File: config.mk
export PLATFORM = sky130hd
export DESIGN_NAME = pc_gen_unit
export DESIGN_NICKNAME = d
export VERILOG_FILES = /design/src/rtl/pc_gen_unit.sv
export SDC_FILE = /design/constraint.sdc
export NUM_CORES = 1
export LEC_CHECK = 0
export BUFFER_PORTS_ARGS = -buffer_cell sky130_fd_sc_hd__clkbuf_2
export CAP_MARGIN = 20
export CORE_ASPECT_RATIO = 1.25
export CORE_MARGIN = 4
export CORE_UTILIZATION = 50
export DETAILED_ROUTE_END_ITERATION = 8
export PLACE_DENSITY = 0.72
export SYNTH_ARGS = -nofsm -noshare
export SYNTH_HDL_FRONTEND = slang
export SYNTH_SLANG_ARGS = --single-unit
File: constraint.sdc
create_clock -name clk -period 6.8 [get_ports clk]
set_input_delay 1.36 -clock clk [delete_from_list [all_inputs] [get_ports clk]]
set_output_delay 1.36 -clock clk [all_outputs]
set_load 0.005 [all_outputs]
File: src/rtl/pc_gen_unit.sv
// pc_gen_unit: program counter generator with BOOT/RUN/HALT control, a one-entry stall redirect buffer and trap override.
// Optional macro PC_ALIGN_CHECK_EN turns misaligned redirect targets into traps and pulses misalign.
module pc_gen_unit #(
    parameter int unsigned     XLEN        = 64,
    parameter logic [XLEN-1:0] RESET_VEC   = '0,
    parameter logic [XLEN-1:0] TRAP_VEC    = XLEN'(64'h100),
    parameter int unsigned     INSTR_BYTES = 4
) (
    input  logic            clk,
    input  logic            reset,
    input  logic            PCWrite,
    input  logic            branch_taken,
    input  logic [XLEN-1:0] branch_target,
    input  logic            trap_req,
    input  logic            halt_req,
    input  logic            resume,
    output logic [XLEN-1:0] PC_Out,
    output logic            pc_valid,
    output logic            redirect_pending,
    output logic            misalign
);

    typedef enum logic [1:0] {
        ST_BOOT,
        ST_RUN,
        ST_HALT
    } state_t;

    state_t          state_q, state_d;
    logic [XLEN-1:0] pc_q, pc_d;
    logic [XLEN-1:0] pend_tgt_q, pend_tgt_d;
    logic            pend_q, pend_d;
    logic [XLEN-1:0] redir_tgt;

    // A fresh branch always beats the buffered one.
    assign redir_tgt = branch_taken ? branch_target : pend_tgt_q;

`ifdef PC_ALIGN_CHECK_EN
    logic mis_q, mis_d;
    logic redir_bad;
    assign redir_bad = (redir_tgt & XLEN'(INSTR_BYTES - 1)) != '0;
`endif

    always_comb begin
        state_d    = state_q;
        pc_d       = pc_q;
        pend_d     = pend_q;
        pend_tgt_d = pend_tgt_q;
`ifdef PC_ALIGN_CHECK_EN
        mis_d      = 1'b0;
`endif
        if (trap_req) begin
            state_d = ST_RUN;
            pc_d    = TRAP_VEC;
            pend_d  = 1'b0;
        end else begin
            case (state_q)
                ST_BOOT: state_d = ST_RUN;
                ST_RUN: begin
                    if (halt_req || !PCWrite) begin
                        if (branch_taken) begin
                            pend_d     = 1'b1;
                            pend_tgt_d = branch_target;
                        end
                        if (halt_req) state_d = ST_HALT;
                    end else if (branch_taken || pend_q) begin
                        pend_d = 1'b0;
                        pc_d   = redir_tgt;
`ifdef PC_ALIGN_CHECK_EN
                        if (redir_bad) begin
                            pc_d  = TRAP_VEC;
                            mis_d = 1'b1;
                        end
`endif
                    end else begin
                        pc_d = pc_q + XLEN'(INSTR_BYTES);
                    end
                end
                ST_HALT: begin
                    if (branch_taken) begin
                        pend_d     = 1'b1;
                        pend_tgt_d = branch_target;
                    end
                    if (!halt_req && resume) state_d = ST_RUN;
                end
                default: state_d = ST_BOOT;
            endcase
        end
    end

    always_ff @(posedge clk or posedge reset) begin
        if (reset) begin
            state_q    <= ST_BOOT;
            pc_q       <= RESET_VEC;
            pend_q     <= 1'b0;
            pend_tgt_q <= '0;
        end else begin
            state_q    <= state_d;
            pc_q       <= pc_d;
            pend_q     <= pend_d;
            pend_tgt_q <= pend_tgt_d;
        end
    end

`ifdef PC_ALIGN_CHECK_EN
    always_ff @(posedge clk or posedge reset) begin
        if (reset) mis_q <= 1'b0;
        else       mis_q <= mis_d;
    end
    assign misalign = mis_q;
`else
    assign misalign = 1'b0;
`endif

    assign PC_Out           = pc_q;
    assign pc_valid         = (state_q == ST_RUN);
    assign redirect_pending = pend_q;

endmodule

==> results of run 1 <==
-- path summary, 6_finish.rpt --
path	from	end	slack (ns)	cells after the start
worst min-delay path	pend_tgt_q[20]	pend_tgt_q[20]	0.49	1
worst max-delay path	halt_req	pend_tgt_q[36]	3.30	8
min in group asynchronous	reset	PC_Out[28]	1.12	2
worst max register to register	state_q[1]	pend_tgt_q[36]	3.64	9
worst min register to register	pend_tgt_q[20]	pend_tgt_q[20]	0.49	1
max in group asynchronous	reset	pend_tgt_q[59]	4.34	3
-- Yosys cell counts, types with 5 or more instances --
cell type  instances  area, sq um
a211oi_1           6         45.0
a21oi_1           60          300
a22o_1             5         43.8
a22oi_1            6         45.0
and3_1            13         81.3
buf_1             14         52.6
clkbuf_1          34          128
dfrtp_1          131         3280
inv_1             15         56.3
mux2_2            51          574
mux2i_1           41          410
nand2_1           77          289
nand2b_1           9         56.3
nand3_1           24          120
nand4_1           25          156
nor2_1            84          315
nor3_1            32          160
nor4_1            12         75.1
o211ai_1           6         45.0
o21ai_0           60          300
o221ai_1          13          114
o22ai_1            8         50.1
o2bb2ai_1          5         43.8
or4_1              6         45.0
xnor2_1           11         96.3
-- registers in the layout, summed over array words and instances, names as in the netlist --
signal,flops
PC_Out,64
redirect_pending,1
state_q,2
pend_tgt_q,64
-- report_power, final --
part,total [mW],switching [mW],internal (mW)
combinational,0.522,0.266,0.257
sequential,1.13,0.148,0.986
clock,0.848,0.324,0.524
total,2.50,0.738,1.77
-- metal layers --
layer  global-route usage  wire (um)
met4                0.103        582
met5                    0          0
met1                0.334       8960
met2                0.434      10600
met3               0.0532       1500
-- stage by stage --
stage	power, mW	worst slack, ns
2_1_floorplan	1.48	1.94
3_3_place_gp	1.64	2.92
3_5_place_dp	1.67	2.85
4_1_cts	2.52	3.29
5_1_grt	2.64	3.11
6_report	2.50	3.30
-- cell families (layout without fill, tap and decap cells) --
| logic type | count (synthesis) | after routing | share of synthesized area |
|---|---|---|---|
| AOI/OAI and AO/OA | 200 | 200 | 0.167 |
| adders and majority gates | 4 | 4 | 0.00672 |
| DFF | 131 | 131 | 0.440 |
| buffers and inverters | 67 | 191 | 0.0356 |
| xor gates and xnor gates | 14 | 14 | 0.0165 |
| muxes | 92 | 92 | 0.132 |
| and+or+nand+nor | 308 | 308 | 0.202 |
| other | 1 | 1 | 0.000503 |
-- critical path: cells and delay by family --
| kind | cells | cell delay, ns |
|---|---|---|
| muxes | 1 | 0.41 |
| buffers and inverters | 3 | 1.01 |
| and+or+nand+nor | 4 | 0.98 |
-- final cells by class --
type / count / area share
Multi-Input combinational cell: 619 / 0.446
Inverter: 15 / 0.00671
Tap cell: 178 / 0.0254
Clock buffer: 24 / 0.0549
Timing Repair Buffer: 146 / 0.0865
Clock inverter: 6 / 0.00628
Sequential cell: 131 / 0.374
==> summary.md, run 1 <==
| Metric | Value |
|---|---|
| Critical Path RT | 7.10 ns |
| Sink Count | 131 |
| Antenna viol nets, final | 0 |
| Final critical-path required period | roughly 3.5 ns |
| Total global routing overflow | 0 |
| Syn nets | 892 |
| Pwr per Cell Area | ~290 nW/um^2 |
| Vias per std cell | 6.11 |
| Final period util | 0.514 |
| Placed insts | 1089 |
| CTS Root Cell | clkbuf_16 |
| Drt pass-1 iters | 6 |
| Final Skew | around 0.0063 ns |
| Longest Clk Path Bufs | 2 |
| Die Y | 144 um |
| Max_cap viols | 0 |
| Cells after Synth | 817 |
| Vias | just under 7000 |
| Cell Area, Synth | 7450 sq um |
| TritonCTS clock tree | yes |
| Die area | roughly 17000 sq um |
| Total leakage power | 3.84 nW |
| Reg area | about 3300 sq um |
| Synth Register Bits | between 100 and 150 |
| Most frequent cells in the layout | clkbuf_2, dfrtp_1, nor2_1 |
| Max-slew violations | 0 |
| Critical path startpoint category | input port |
| PortBufs | 136 |
| Worst Tran Pin Value | between 0.9 and 1 ns |
| FMAX | 0.286 GHz |
| Post-CTS setup buffers | 0 |
| Main flop type after synthesis | dfrtp_1 |
| CP endpoint kind | register |
| CP max FO | 50 |
| Commonest non-fill, non-tap cell in the layout | clkbuf_2 |
| Hold buffers post-CTS | 0 |
| Final wirelength | 21.7 mm |
| Ys Warns | 0 |
| Hold Path Class | reg2reg |
| # rows | 49 |
| GPL Wtd Cong | 0.880 |
| TritonCTS Buffers | 17 |
| Max incr delay on CP | 0.58 ns |
| Number of global-route vias before repair | 6589 |
| Initial antenna violation count | 0 |
| Fin. Hold Viols | 0 |
| Residual DRC count | 0 |
| Area Overhead vs Synth | 17.7% |
| Drt wl/cell | 19.4 um |
| Worst skew pair latency | 0.42 ns |
| Initial core utilization | 0.513 |
| Min Hold Slack | roughly 0.5 ns |
| First-pass GRT wire length | 34.4 mm |
| Reg clk slew, reported paths | around 0.050 ns |
| CP max stage cell | buf_4 |
| Gr usage total | 0.262 |
| Max-slew headroom | 0.390 |
| Final setup viols | 0 |
| Post-CTS sizing | 0 |
| Worst setup path class | in2reg |
| Number of filler cells placed in the layout | ~1300 |
| Critical-path cell list | clkbuf_2, and3b_1, buf_4, nor2_1, and2_1, nand2_2, buf_4, mux2_2 |
| Arr. time, crit path | 3.80 ns |
| Final Cell Area | between 8000 and 9000 sq um |
| Detail Placement HPWL | 14.8 mm |
| Outcome | finished, final reports clean |
| Multi-input logic area | ~4000 sq um |
| CTS H-tree depth | 4 |
| Nets | 1005 |
| Seq/Total Area, Yosys | 0.440 |
| Final non-filler cell total | about 1100 |
| Number of flops mapped to enable cells by yosys | 0 |
| Final Util | 0.603 |
| Largest net degree at the start of global routing | 71 |
| Antenna diodes | 0 |
| TNS Setup | 0 ns |
| Die X | 117 um |
| Share of cells above drive strength 1 | 0.248 |
| Syn avg cell area | 9.12 sq um |
| DRT iter0 DRCs | 531 |
| Ys async rst share | 1.00 |
| CP most frequent cell | buf_4 |
| I/O pins | 138 |
| Placed cell areas | 8230 sq um |
| Netlist cell types | 60 |
| RSZ-0062 raised after global routing | false |
| Maximum vdd drop | 0.110 mV |
| Core ar. | 14500 sq um |
No activity file was read; power rests on OpenSTA's default activity.
==> run 2: changes to the inputs <==
PLACE_DENSITY = 0.75   (was 0.72)
clock period = 2.86 ns   (was 6.8 ns; I/O delays follow)
==> run 2 against run 1 <==
Register-to-register slack lost 3.4 ns. Total power rose by 140%. Global-route usage increased by 0.67 points. Non-clock buffer count increased by 26. Via count up 1.5%. Sequential share of layout area shrank 1.1 points. Highest routed layer unchanged.
==> summary.md, run 2 (synthesis results as in run 1) <==
| Metric | Value |
|---|---|
| CP endpoint kind | register (unchanged) |
| Critical Path RT | 3.16 ns (was 7.10 ns) |
| Total global routing overflow | 0 (unchanged) |
| Detail Placement HPWL | 16.0 mm (was 14.8 mm) |
| Number of global-route vias before repair | 6738 (was 6589) |
| Fin worst setup slack | 0.286 ns (was 3.30 ns) |
| Longest Clk Path Bufs | 2 (unchanged) |
| Outcome | finished, final reports clean (unchanged) |
| Switching Fraction | 0.296 (was 0.295) |
| Critical path startpoint category | register (was input port) |
| TritonCTS Buffers | 17 (unchanged) |
| Residual DRC count | 0 (unchanged) |
| Worst slack at placement | 0.344 ns (was 2.85 ns) |
| Internal | 4.28 mW (was 1.77 mW) |
| CTS Root Cell | clkbuf_16 (unchanged) |
| Core ar. | 14500 sq um (unchanged) |
| PortBufs | 136 (unchanged) |
| Vias | 6942 (was 6839) |
| CP max FO | 7 (was 50) |
| Die X | 117 um (unchanged) |
| Part of the power in the clock network | 0.347 (was 0.338) |
| Seq pwr share | 0.437 (was 0.453) |
| Worst setup path class | reg2reg (was in2reg) |
| Die area | 16900 sq um (unchanged) |
| Fin. Hold Viols | 0 (unchanged) |
| Largest net degree at the start of global routing | 49 (was 71) |
| Sink Count | 131 (unchanged) |
| TritonCTS clock tree | yes (unchanged) |
| Antenna viol nets, final | 0 (unchanged) |
| Hold buffers post-CTS | 0 (unchanged) |
| Area Overhead vs Synth | 21.3% (was 17.7%) |
| Arr. time, crit path | 2.88 ns (was 3.80 ns) |
| Die Y | 144 um (unchanged) |
| Initial antenna violation count | 0 (unchanged) |
| Gr usage total | 0.269 (was 0.262) |
| TNS Setup | 0 ns (unchanged) |
| Max-slew headroom | 0.433 (was 0.390) |
| I/O pins | 138 (unchanged) |
| Hold Path Class | in2async (was reg2reg) |
| Share of cells above drive strength 1 | 0.271 (was 0.248) |
| RSZ-0062 raised after global routing | false (unchanged) |
| Net Switching | 1.80 mW (was 738 uW) |
| First-pass GRT wire length | 35.2 mm (was 34.4 mm) |
| Nets | 1031 (was 1005) |
| Reg clk slew, reported paths | 0.06 ns (was 0.05 ns) |
| Combinational share of power | 0.217 (was 0.209) |
| Number of filler cells placed in the layout | 1285 (was 1321) |
| Worst Tran Pin Value | 0.849 ns (was 0.914 ns) |
| Final critical-path required period | 2.57 ns |
| Final period util | 0.900 |
| Final wirelength | 22.1 mm (was 21.7 mm) |
| Maximum vdd drop | 0.418 mV (was 0.110 mV) |
| DRT iter0 DRCs | 604 (was 531) |
| Antenna diodes | 0 (unchanged) |
| Drt wl/cell | 19.2 um (was 19.4 um) |
| Final setup viols | 0 (unchanged) |
| CTS H-tree depth | 4 (unchanged) |
| Total leakage power | 3.98 nW (was 3.84 nW) |
| Max-slew violations | 0 (unchanged) |
| Commonest non-fill, non-tap cell in the layout | clkbuf_2 (unchanged) |
| Initial core utilization | 0.513 (unchanged) |
| Post-CTS setup buffers | 0 (unchanged) |
| Final Skew | 0.00784 ns (was 0.00627 ns) |
| Pwr per Cell Area | 673 nW/um^2 (was 286 nW/um^2) |
| Worst skew pair latency | 0.43 ns (was 0.42 ns) |
| Drt pass-1 iters | 5 (was 6) |
| Most frequent cells in the layout | clkbuf_2, dfrtp_1, nor2_1 (unchanged) |
| Max_cap viols | 0 (unchanged) |
| # rows | 49 (unchanged) |
| Vias per std cell | 6.06 (was 6.11) |
| GPL Wtd Cong | 0.915 (was 0.880) |
| Post-CTS sizing | 0 (unchanged) |
| FMAX | 0.388 GHz |
==> run 2: cell count changes in the layout (fill, tap and decap cells not counted) <==
cell	delta
buf_4	+22
buf_12	+4
clkinvlp_4	+4
clkbuf_1	-2
clkbuf_8	-2
bufinv_16	+1
clkinv_2	+1
inv_4	-1
==> run 2: worst paths after layout <==
kind	from	end	slack (ns)	cells past startpoint
max	PC_Out[25]	PC_Out[62]	0.29	6
min	reset	pend_tgt_q[28]	0.29	2
max reg2reg	PC_Out[25]	PC_Out[62]	0.29	6
min reg2reg	pend_tgt_q[54]	pend_tgt_q[54]	0.50	1
max in group asynchronous	reset	PC_Out[61]	1.92	3
min in group clk	branch_target[28]	pend_tgt_q[28]	0.39	2
==> run 2: cell type report <==
type,instances,area (sq um),area share
repair buffers,172,1000,0.111
flip-flops and latches,131,3280,0.363
multi-input cells,619,3910,0.433
well taps,178,223,0.0246
clock inverters,11,113,0.0125
inverters,15,60.1,0.00665
clock buffers,20,447,0.0494
==> run 2: critical path: stages (launching register included) <==
cell and delay [ns]:
dfrtp_1 0.46, nand4_1 0.22, or4_1 0.60, nand4b_1 0.23, or3_1 0.42, nand3_1 0.08
or3b_2 0.44
==> run 2: power by group through the flow <==
stage / Sequential (mW) / Combinational [mW] / Clock (mW)
floorplan: 2.61 / 0.924 / 0
global placement: 2.64 / 1.30 / 0
detailed placement: 2.68 / 1.33 / 0
CTS: 2.65 / 1.33 / 2.14
global route: 2.72 / 1.48 / 2.23
finish: 2.66 / 1.32 / 2.11
==> run 2: through the flow <==
step / hold WS (ns) / power [mW] / cell area, sq um / cells / util
finish: 0.286 / 6.09 / 9040 / 1146 / 0.622
global route: 0.343 / 6.42 / 9040 / 1146 / 0.622
CTS: 0.301 / 6.12 / 9040 / 1146 / 0.622
detailed placement: 0.485 / 4.01 / 8480 / 1115 / 0.583
global placement: 0.480 / 3.94 / 8480 / 1115 / 0.583
floorplan: 0.470 / 3.53 / 7460 / 817 / -
==> run 2: layer usage <==
| layer | up-vias | GRT usage | routed length, um |
|---|---|---|---|
| met3 | 45 | 0.0716 | 1730 |
| met1 | 3310 | 0.334 | 8810 |
| li1 | 3294 | - | - |
| met2 | 293 | 0.440 | 10900 |
| met4 | 0 | 0.111 | 629 |
| met5 | - | 0 | 0 |
